## config.mk

```make
export PLATFORM = sky130hd
export DESIGN_NAME = pe_inst_sequencer
export DESIGN_NICKNAME = d
export VERILOG_FILES = /design/src/rtl/pe_inst_sequencer_pkg.sv /design/src/rtl/pe_inst_sequencer_addr_gen.sv /design/src/rtl/pe_inst_sequencer.sv
export SDC_FILE = /design/constraint.sdc
export NUM_CORES = 1
export LEC_CHECK = 0
export CAP_MARGIN = 10
export CORE_AREA = 5 5 99 101
export CTS_BUF_LIST = sky130_fd_sc_hd__clkbuf_8
export CTS_CLUSTER_DIAMETER = 40
export DETAILED_ROUTE_END_ITERATION = 8
export DIE_AREA = 0 0 104 106
export SKIP_LAST_GASP = 1
export SYNTH_ARGS = -nofsm -noshare
export SYNTH_HDL_FRONTEND = slang
export SYNTH_HIERARCHICAL = 1
export SYNTH_SLANG_ARGS = --single-unit
```

## constraint.sdc

```tcl
create_clock -name clk -period 2.5 [get_ports clk]
set_input_delay 0.5 -clock clk [delete_from_list [all_inputs] [get_ports clk]]
set_output_delay 0.5 -clock clk [all_outputs]
set_load 0.05 [all_outputs]
```

## src/rtl/pe_inst_sequencer_pkg.sv

```systemverilog
// Shared PE instruction format, opcode/value/mode encodings and sequencer state type.
package pe_inst_sequencer_pkg;

  localparam logic [1:0] PE_ALU_OPCODE = 2'd0;
  localparam logic [1:0] PE_RND_OPCODE = 2'd1;

  localparam logic [3:0] PE_MAC_VALUE  = 4'd1;
  localparam logic [3:0] PE_OUT_VALUE  = 4'd2;
  localparam logic [3:0] PE_PASS_VALUE = 4'd3;
  localparam logic [3:0] PE_CLR_VALUE  = 4'd4;

  localparam logic [1:0] PE_MODE_ACC  = 2'd0;
  localparam logic [1:0] PE_MODE_LOAD = 2'd1;

  typedef struct packed {
    logic [1:0] opcode;
    logic [3:0] value;
    logic [1:0] mode;
  } pe_inst_t;

  typedef enum logic [1:0] {
    IDLE,
    ISSUE,
    DRAIN
  } seq_state_t;

  function automatic logic inst_is_mac(input pe_inst_t inst);
    return (inst.opcode == PE_ALU_OPCODE) && (inst.value == PE_MAC_VALUE);
  endfunction

  function automatic logic inst_is_pass(input pe_inst_t inst);
    return (inst.opcode == PE_ALU_OPCODE) && (inst.value == PE_PASS_VALUE);
  endfunction

endpackage

```

## src/rtl/pe_inst_sequencer_addr_gen.sv

```systemverilog
// Operand buffer read-address generator: loads a base, steps by one per issued beat.
module seq_addr_gen #(
  parameter int unsigned ADDR_W = 10
) (
  input  logic              clk,
  input  logic              rst_n,
  input  logic              load_i,
  input  logic [ADDR_W-1:0] base_i,
  input  logic              advance_i,
  output logic [ADDR_W-1:0] addr_o
);

  logic [ADDR_W-1:0] addr_q;
  logic [ADDR_W-1:0] addr_d;

  always_comb begin
    addr_d = addr_q;
    if (load_i) begin
      addr_d = base_i;
    end else if (advance_i) begin
      // Natural overflow gives the modulo-2^ADDR_W wrap.
      addr_d = addr_q + 1'b1;
    end
  end

  always_ff @(posedge clk or negedge rst_n) begin
    if (!rst_n) begin
      addr_q <= '0;
    end else begin
      addr_q <= addr_d;
    end
  end

  assign addr_o = addr_q;

endmodule

```

## src/rtl/pe_inst_sequencer.sv

```systemverilog
// Expands controller commands into PE instruction beats with aligned operand buffer reads.
module pe_inst_sequencer
  import pe_inst_sequencer_pkg::*;
#(
  parameter int unsigned ADDR_W       = 10,
  parameter int unsigned CNT_W        = 8,
  parameter int unsigned DRAIN_CYCLES = 2
) (
  input  logic              clk,
  input  logic              rst_n,
  input  logic              cmd_valid,
  output logic              cmd_ready,
  input  pe_inst_t          cmd_inst,
  input  logic [ADDR_W-1:0] cmd_vec_addr,
  input  logic [ADDR_W-1:0] cmd_mat_addr,
  input  logic [CNT_W-1:0]  cmd_count,
  input  logic              stall,
  output pe_inst_t          pe_inst,
  output logic              pe_inst_valid,
  output logic              vec_rd_en,
  output logic [ADDR_W-1:0] vec_rd_addr,
  output logic              mat_rd_en,
  output logic [ADDR_W-1:0] mat_rd_addr,
  output logic              busy,
  output logic              done
);

  localparam int unsigned DW = $clog2(DRAIN_CYCLES + 2);

  seq_state_t       state_q, state_d;
  logic [CNT_W-1:0] rem_q, rem_d;
  logic [DW-1:0]    drain_q, drain_d;
  pe_inst_t         inst_q;
  logic             valid_q, valid_d;
  logic             vrd_q, vrd_d;
  logic             mrd_q, mrd_d;
  logic             done_q, done_d;
  logic             ready_en_q;
  logic             load, advance, inst_ld;

  // Beat outputs are registered one edge ahead: the decision taken in a cycle
  // (handshake or stall) shows up on the PE interface in the following cycle.
  always_comb begin
    state_d = state_q;
    rem_d   = rem_q;
    drain_d = drain_q;
    valid_d = 1'b0;
    vrd_d   = 1'b0;
    mrd_d   = 1'b0;
    load    = 1'b0;
    advance = 1'b0;
    inst_ld = 1'b0;
    unique case (state_q)
      IDLE: begin
        if (cmd_valid && cmd_ready) begin
          load = 1'b1;
          if (inst_is_mac(cmd_inst) && (cmd_count == '0)) begin
            // Empty burst still spends the nominal issue slot before draining.
            state_d = DRAIN;
            drain_d = DW'(DRAIN_CYCLES);
          end else begin
            state_d = ISSUE;
            inst_ld = 1'b1;
            valid_d = 1'b1;
            vrd_d   = inst_is_mac(cmd_inst) || inst_is_pass(cmd_inst);
            mrd_d   = inst_is_mac(cmd_inst);
            rem_d   = inst_is_mac(cmd_inst) ? cmd_count - 1'b1 : '0;
          end
        end
      end
      ISSUE: begin
        if (rem_q == '0) begin
          state_d = DRAIN;
          drain_d = DW'(DRAIN_CYCLES - 1);
        end else if (!stall) begin
          advance = 1'b1;
          valid_d = 1'b1;
          vrd_d   = 1'b1;
          mrd_d   = 1'b1;
          rem_d   = rem_q - 1'b1;
        end
      end
      DRAIN: begin
        if (drain_q == '0) begin
          state_d = IDLE;
        end else begin
          drain_d = drain_q - 1'b1;
        end
      end
      default: state_d = IDLE;
    endcase
    done_d = (state_d == DRAIN) && (drain_d == '0);
  end

  always_ff @(posedge clk or negedge rst_n) begin
    if (!rst_n) begin
      state_q    <= IDLE;
      rem_q      <= '0;
      drain_q    <= '0;
      inst_q     <= '0;
      valid_q    <= 1'b0;
      vrd_q      <= 1'b0;
      mrd_q      <= 1'b0;
      done_q     <= 1'b0;
      ready_en_q <= 1'b0;
    end else begin
      state_q    <= state_d;
      rem_q      <= rem_d;
      drain_q    <= drain_d;
      inst_q     <= inst_ld ? cmd_inst : inst_q;
      valid_q    <= valid_d;
      vrd_q      <= vrd_d;
      mrd_q      <= mrd_d;
      done_q     <= done_d;
      ready_en_q <= 1'b1;
    end
  end

  seq_addr_gen #(.ADDR_W(ADDR_W)) u_vec_addr (
    .clk       (clk),
    .rst_n     (rst_n),
    .load_i    (load),
    .base_i    (cmd_vec_addr),
    .advance_i (advance),
    .addr_o    (vec_rd_addr)
  );

  seq_addr_gen #(.ADDR_W(ADDR_W)) u_mat_addr (
    .clk       (clk),
    .rst_n     (rst_n),
    .load_i    (load),
    .base_i    (cmd_mat_addr),
    .advance_i (advance),
    .addr_o    (mat_rd_addr)
  );

  // ready_en_q keeps cmd_ready low while reset is held.
  assign cmd_ready     = (state_q == IDLE) && ready_en_q;
  assign busy          = (state_q != IDLE);
  assign pe_inst       = inst_q;
  assign pe_inst_valid = valid_q;
  assign vec_rd_en     = vrd_q;
  assign mat_rd_en     = mrd_q;
  assign done          = done_q;

endmodule

```

==> flow_summary.json, run 1 <==
{
  "overflow": 0,
  "synth_edf_count": 0,
  "finalCritPeriodShare_pct": 95.8,
  "slew_viol_final": 0,
  "n_antenna_cell": 0,
  "num_rows": 35,
  "crit_cells": 8,
  "synth.distinct_cells": 55,
  "grt_usage_pct": 12.6,
  "drt_iter0_markers": 150,
  "htreeDepth": 2,
  "cts.sinks": 45,
  "yosysWarningCount": 6,
  "clkLatencyLatePin_ns": 0.30,
  "antenna_found_initial": 0,
  "finalWirelength_um": 6790,
  "avgRoutedWirePerCell_um": 13.9,
  "grt_pass1_vias": 2419,
  "vias": 2415,
  "die_w_um": 104,
  "grt_max_degree": 46,
  "fmax_mhz": 418,
  "first_pass_iters": 4,
  "ant_nets": 0,
  "final_cell_mix": "72 x clkdlybuf4s50_1, 54 x nand2_1, 45 x dfrtp_1, 28 x buf_4, 22 x o21ai_0",
  "worstHoldPathType": "in2async",
  "met2_usage_pct": 22.1,
  "yosys.area_share.adder_pct": 1.97,
  "final_area_um2": 3690,
  "numCtsBuffers": 5,
  "critical-path-slowest-cell": "or3_1",
  "netlist_area_um2": 2540,
  "final_cells": 488,
  "layout_commonest_cell": "clkdlybuf4s50_1",
  "fin_crit_ns": 2.39,
  "ys_seq_area_share_pct": 44.3,
  "cpLargestDelayFamily": "simple AND/OR/NAND/NOR gates",
  "initial_core_util_pct": 28.4,
  "core_area_um2": 8930,
  "die_y_um": 106,
  "root_buffer": "clkbuf_8",
  "final_nets": 420,
  "synth-simple-area-share_pct": 28.2,
  "synth.avg_cell_area_um2": 9.17,
  "cp-end-kind": "register",
  "cp_num_buf_inv": 2,
  "tritoncts": "done",
  "synthMuxAreaShare_pct": 0.788,
  "startpoint_type": "input port",
  "synth_nets": 321,
  "grt_first_pass_wirelength_um": 11700,
  "setup_tns_ns": 0,
  "crit_chain": "clkdlybuf4s50_1 > inv_1 > ha_1 > or3b_4 > or3_1 > o21ai_4 > a211oi_1 > a211o_1",
  "top_level_ports": 74,
  "placed_cells": 479,
  "worstMarginPinSlew_ns": 0.525,
  "synth_xor_area_share_pct": 5.17,
  "gr-usage-met1_pct": 15.2,
  "synth-compound-area-share_pct": 15.8,
  "cts_buffer_depth": 2,
  "die-area_um2": 11000,
  "drive_gt1_share_pct": 14.1,
  "r2r_cells": 9,
  "via_per_inst": 4.95,
  "critical_path.max_stage_delay_ns": 0.43,
  "grt-busiest-layer": "met2",
  "fin_skew_ns": 0.0150,
  "power.leakage_nw": 1.51,
  "critical_path_class": "in2reg",
  "peakVddDrop_v": 0.000311,
  "ys_async_sr_fraction_pct": 100,
  "dpl_cell_area_um2": 3590,
  "power_density_nw_per_um2": 1230,
  "required_ns": 2.69,
  "crit_fanout": 7,
  "gp_congestion": 0.800,
  "synthFlopType": "dfrtp_1",
  "yosys_register_bits": 45,
  "synth_top_family_by_area": "simple AND/OR/NAND/NOR gates",
  "dpl.hpwl_um": 5330,
  "ctsHoldBuffers": 0,
  "drc": 0,
  "drv_cap": 0,
  "path_clk_slew_ns": 0.09,
  "slew_headroom_pct": 64.9,
  "syn_to_final_growth_pct": 45.2,
  "portBuffers": 73,
  "synth_cells": 277,
  "arrival_ns": 2.58,
  "hold_viol": 0,
  "setup_viol": 0,
  "rsz0062_at_grt": "false",
  "met3_usage_pct": 3.58,
  "status": "finished, final reports clean"
}
stage by stage:
stage               utilization (%)  hold WS [ns]  power (W)  worst slack [ns]
finish                         41.3         0.141    0.00452             0.106
global placement               40.2         0.452    0.00406            -0.204
global route                   41.3         0.152    0.00483            0.0336
floorplan                         -         0.204    0.00314            0.0285
detailed placement             40.2         0.452    0.00411            -0.249
CTS                            41.1         0.151    0.00456            0.0755
sequential cells by signal (all words and copies together) (netlist names):
| name | cells |
|---|---|
| pe_inst_valid | 1 |
| done | 1 |
| u_mat_addr/addr_o | 10 |
| vec_rd_en | 1 |
| ready_en_q | 1 |
| state_q | 2 |
| u_vec_addr/addr_o | 10 |
| mat_rd_en | 1 |
| rem_q | 8 |
| drain_q | 2 |
| pe_inst | 8 |
worst paths after layout:
path / slack, ns / endpoint / start
worst min register to register: 0.47 / done$_DFF_PN0_ / drain_q[1]$_DFF_PN0_
worst max register to register: 0.16 / u_vec_addr/addr_o[9]$_DFFE_PN0P_ / rem_q[1]$_DFFE_PN0P_
worst max-delay path: 0.11 / rem_q[0]$_DFFE_PN0P_ / cmd_count[0]
worst min-delay path: 0.14 / u_mat_addr/addr_o[2]$_DFFE_PN0P_ / rst_n
max in group asynchronous: 1.77 / vec_rd_en$_DFF_PN0_ / rst_n
min in group clk: 0.47 / done$_DFF_PN0_ / drain_q[1]$_DFF_PN0_
power by group:
| group | switching, W | internal, W |
|---|---|---|
| clock | 0.000250 | 0.000190 |
| combinational | 0.00163 | 0.00104 |
| sequential | 0.000375 | 0.00104 |
| total | 0.00225 | 0.00227 |
cell type report:
type,count,area [µm²]
clock buffer,5,68.8
clock inverter,3,15.0
fill,881,5250
inverter,12,47.5
multi-input combinational,210,1340
sequential,45,1130
tap,111,139
timing repair buffer,102,956
cell families after synthesis:
family / count (synthesis)
adders and majority gates: 4
muxes: 2
and+or+nand+nor: 129
AOI/OAI and AO/OA: 59
DFF: 45
other: 1
xor gates and xnor gates: 15
buffers and inverters: 22
routing by layer:
layer / vias up / share of wire (%) / routed length, µm
li1: 1203 / - / -
met5: - / 0 / 0
met1: 1157 / 44 / 2960
met4: 0 / 0.71 / 48
met3: 4 / 5.4 / 365
met2: 51 / 50 / 3420
cells in the mapped netlist, types with 2 or more instances:
cell type	instances	area share, %
or4_4	2	0.89
nor3_1	8	1.6
nand4b_1	2	0.69
nor4_1	2	0.49
nand4_1	6	1.5
buf_2	4	0.79
a21oi_1	4	0.79
nor3_2	2	0.79
nand2_1	54	8.0
o311a_1	2	0.79
o211ai_1	7	2.1
xor2_1	9	3.1
nand4_4	2	1.7
a221o_1	2	0.79
or3_1	5	1.2
nor2_1	11	1.6
inv_1	9	1.3
o21ai_0	22	4.3
a22oi_1	3	0.89
clkbuf_1	5	0.74
a22o_1	3	1.0
or4b_1	2	0.79
o22ai_1	3	0.74
dfrtp_1	45	44
ha_1	4	2.0
nor2b_1	2	0.49
inv_2	2	0.30
or4_1	7	2.1
nand3_1	16	3.2
mux2i_1	2	0.79
xnor2_1	6	2.1
repair_timing:
action	4_1_cts	5_1_grt
endpoints found under the setup margin	0	2
buffers inserted	0	1
resized for setup	0	1
(Power assumes the default switching activity.)
==> run 2: changes to the inputs <==
--- a/config.mk
+++ b/config.mk
@@ -5,13 +5,14 @@
 export SDC_FILE = /design/constraint.sdc
 export NUM_CORES = 1
 export LEC_CHECK = 0
-export CAP_MARGIN = 10
 export CORE_AREA = 5 5 99 101
 export CTS_BUF_LIST = sky130_fd_sc_hd__clkbuf_8
 export CTS_CLUSTER_DIAMETER = 40
 export DETAILED_ROUTE_END_ITERATION = 8
 export DIE_AREA = 0 0 104 106
+export RECOVER_POWER = 25
 export SKIP_LAST_GASP = 1
+export SLEW_MARGIN = 20
 export SYNTH_ARGS = -nofsm -noshare
 export SYNTH_HDL_FRONTEND = slang
 export SYNTH_HIERARCHICAL = 1
==> run 2 against run 1 <==
Hold slack improved by 0.24 ns; final area fell by 0.14%; count of clock-buffer cells in the layout did not move; routed wire length barely moved; worst setup slack got worse by 0.0028 ns; power barely moved; non-clock buffer count did not move; first-iteration DRC count rose by 4.0%; combinational power barely moved; clock skew barely moved; fmax fell by 0.12%; core utilization fell by 0.056 points; critical endpoint unchanged.
==> flow_summary.json, run 2 (synthesized netlist as in run 1, its figures left out) <==
{
  "finalWirelength_um": 6790,
  "syn_to_final_growth_pct": 45.0,
  "drt_iter0_markers": 156,
  "path_clk_slew_ns": 0.09,
  "portBuffers": 73,
  "crit_fanout": 7,
  "grt_max_degree": 46,
  "crit_path_end": "rem_q[0]$_DFFE_PN0P_",
  "antenna_found_initial": 0,
  "routed.top_layer": "met4",
  "grt_pass1_vias": 2419,
  "core_area_um2": 8930,
  "htreeDepth": 2,
  "peakVddDrop_v": 0.000311,
  "fin_skew_ns": 0.0149,
  "rsz0062_at_grt": "false",
  "fin_crit_ns": 2.40,
  "vias": 2409,
  "clkLatencyLatePin_ns": 0.30,
  "cp_num_buf_inv": 2,
  "timing.rr.start": "rem_q[1]$_DFFE_PN0P_",
  "die_y_um": 106,
  "finalCritPeriodShare_pct": 95.9,
  "top_level_ports": 74,
  "final_nets": 420,
  "swShare_pct": 49.8,
  "arrival_ns": 2.58,
  "cts.sinks": 45,
  "critical_path.max_stage_delay_ns": 0.43,
  "r2r_cells": 9,
  "p_seq_share_pct": 31.4,
  "initial_core_util_pct": 28.4,
  "p_sw_w": 0.00225,
  "met2WireLength_um": 3420,
  "nFillCells": 882,
  "drc": 0,
  "die_w_um": 104,
  "grt_usage_pct": 12.6,
  "finish.utilization_pct": 41.2,
  "setup_tns_ns": 0,
  "first_pass_iters": 4,
  "worstMarginPinSlew_ns": 1.11,
  "pwr-share-comb_pct": 58.9,
  "detailedPlace.worstSlack_ns": -0.249,
  "overflow": 0,
  "drive_gt1_share_pct": 13.5,
  "root_buffer": "clkbuf_8",
  "grt_first_pass_wirelength_um": 11700,
  "dpl.hpwl_um": 5330,
  "fmax_mhz": 417,
  "layout_commonest_cell": "clkdlybuf4s50_1",
  "hold_ws_ns": 0.383,
  "via_per_inst": 4.94,
  "die-area_um2": 11000,
  "hold_viol": 0,
  "drt-met1-wl_um": 2960,
  "status": "finished, final reports clean",
  "worstHoldPathType": "in2async",
  "cts_buffer_depth": 2,
  "p_int_w": 0.00227,
  "required_ns": 2.69,
  "crit_chain": "clkdlybuf4s50_1 > inv_1 > ha_1 > or3b_4 > or3_1 > o21ai_4 > a211oi_1 > a211o_1",
  "slew_headroom_pct": 26.3,
  "cp-end-kind": "register",
  "numCtsBuffers": 5,
  "gp_congestion": 0.800,
  "startpoint_type": "input port",
  "crit_start": "cmd_count[0]",
  "critical_path_class": "in2reg",
  "critical-path-slowest-cell": "or3_1",
  "drv_cap": 0,
  "num_rows": 35,
  "power_density_nw_per_um2": 1230,
  "final_cell_mix": "72 x clkdlybuf4s50_1, 54 x nand2_1, 45 x dfrtp_1, 27 x buf_4, 22 x o21ai_0",
  "setup_ws_ns": 0.103,
  "cpLargestDelayFamily": "simple AND/OR/NAND/NOR gates",
  "ant_nets": 0,
  "r2r_setup_slack_ns": 0.17,
  "tritoncts": "done",
  "power.leakage_nw": 1.50,
  "avgRoutedWirePerCell_um": 13.9,
  "crit_cells": 8,
  "setup_viol": 0,
  "clkPwrFrac_pct": 9.7,
  "n_antenna_cell": 0,
  "ctsHoldBuffers": 0,
  "reg2reg_to": "u_vec_addr/addr_o[9]$_DFFE_PN0P_",
  "wl_met3_um": 364,
  "slew_viol_final": 0
}
-- run 2: cell types whose count changed in the layout (fill, tap and decap cells not counted) --
cell | before | now
buf_2 | 1 | 0
buf_4 | 28 | 27
clkbuf_1 | 0 | 2
-- run 2: final cells by class --
class,count,area [µm²],area share [%]
sequential,45,1130,30.6
timing repair buffer,102,951,25.8
tap,111,139,3.77
multi-input combinational,210,1340,36.3
clock buffer,5,68.8,1.87
clock inverter,3,15.0,0.408
inverter,12,47.5,1.29
-- run 2: power groups by stage --
stage	sequential (W)	clock, W	combinational [W]
2_1_floorplan	0.00216	0	0.000981
4_1_cts	0.00143	0.000457	0.00267
5_1_grt	0.00148	0.000492	0.00286
3_5_place_dp	0.00144	0	0.00266
3_3_place_gp	0.00142	0	0.00263
6_report	0.00142	0.000441	0.00266
-- run 2: what timing repair did --
action,CTS,global route
endpoints found under the setup margin,0,2
gates resized for setup,0,1
buffers inserted,0,1
-- run 2: worst reg2reg max path: cells and delay by family, from the launching register on --
family / cells / cell delay [ns]
and+or+nand+nor: 6 / 1.50
DFF: 1 / 0.38
buffers and inverters: 2 / 0.21
adders and majority gates: 1 / 0.21
-- run 2: metrics by stage --
stage	std cells	power [W]	instance area (µm²)
detailed placement	479	0.00411	3590
global placement	479	0.00406	3590
finish	488	0.00452	3680
floorplan	277	0.00314	2550
CTS	487	0.00456	3670
global route	488	0.00483	3680
-- run 2: how the worst min path moves through the flow --
stage	start	end	slack, ns	cells after the start
floorplan	rst_n	done$_DFF_PN0_	0.20	0
global placement	drain_q[1]$_DFF_PN0_	done$_DFF_PN0_	0.45	1
detailed placement	drain_q[1]$_DFF_PN0_	done$_DFF_PN0_	0.45	1
CTS	rst_n	u_mat_addr/addr_o[6]$_DFFE_PN0P_	0.15	1
global route	rst_n	u_mat_addr/addr_o[2]$_DFFE_PN0P_	0.45	1
finish	rst_n	u_mat_addr/addr_o[2]$_DFFE_PN0P_	0.38	1
-- run 2: metal layers --
layer,vias up,GRT usage [%]
met5,-,0
met4,0,2.78
met3,4,3.58
met2,51,22.1
met1,1151,15.2
li1,1203,-
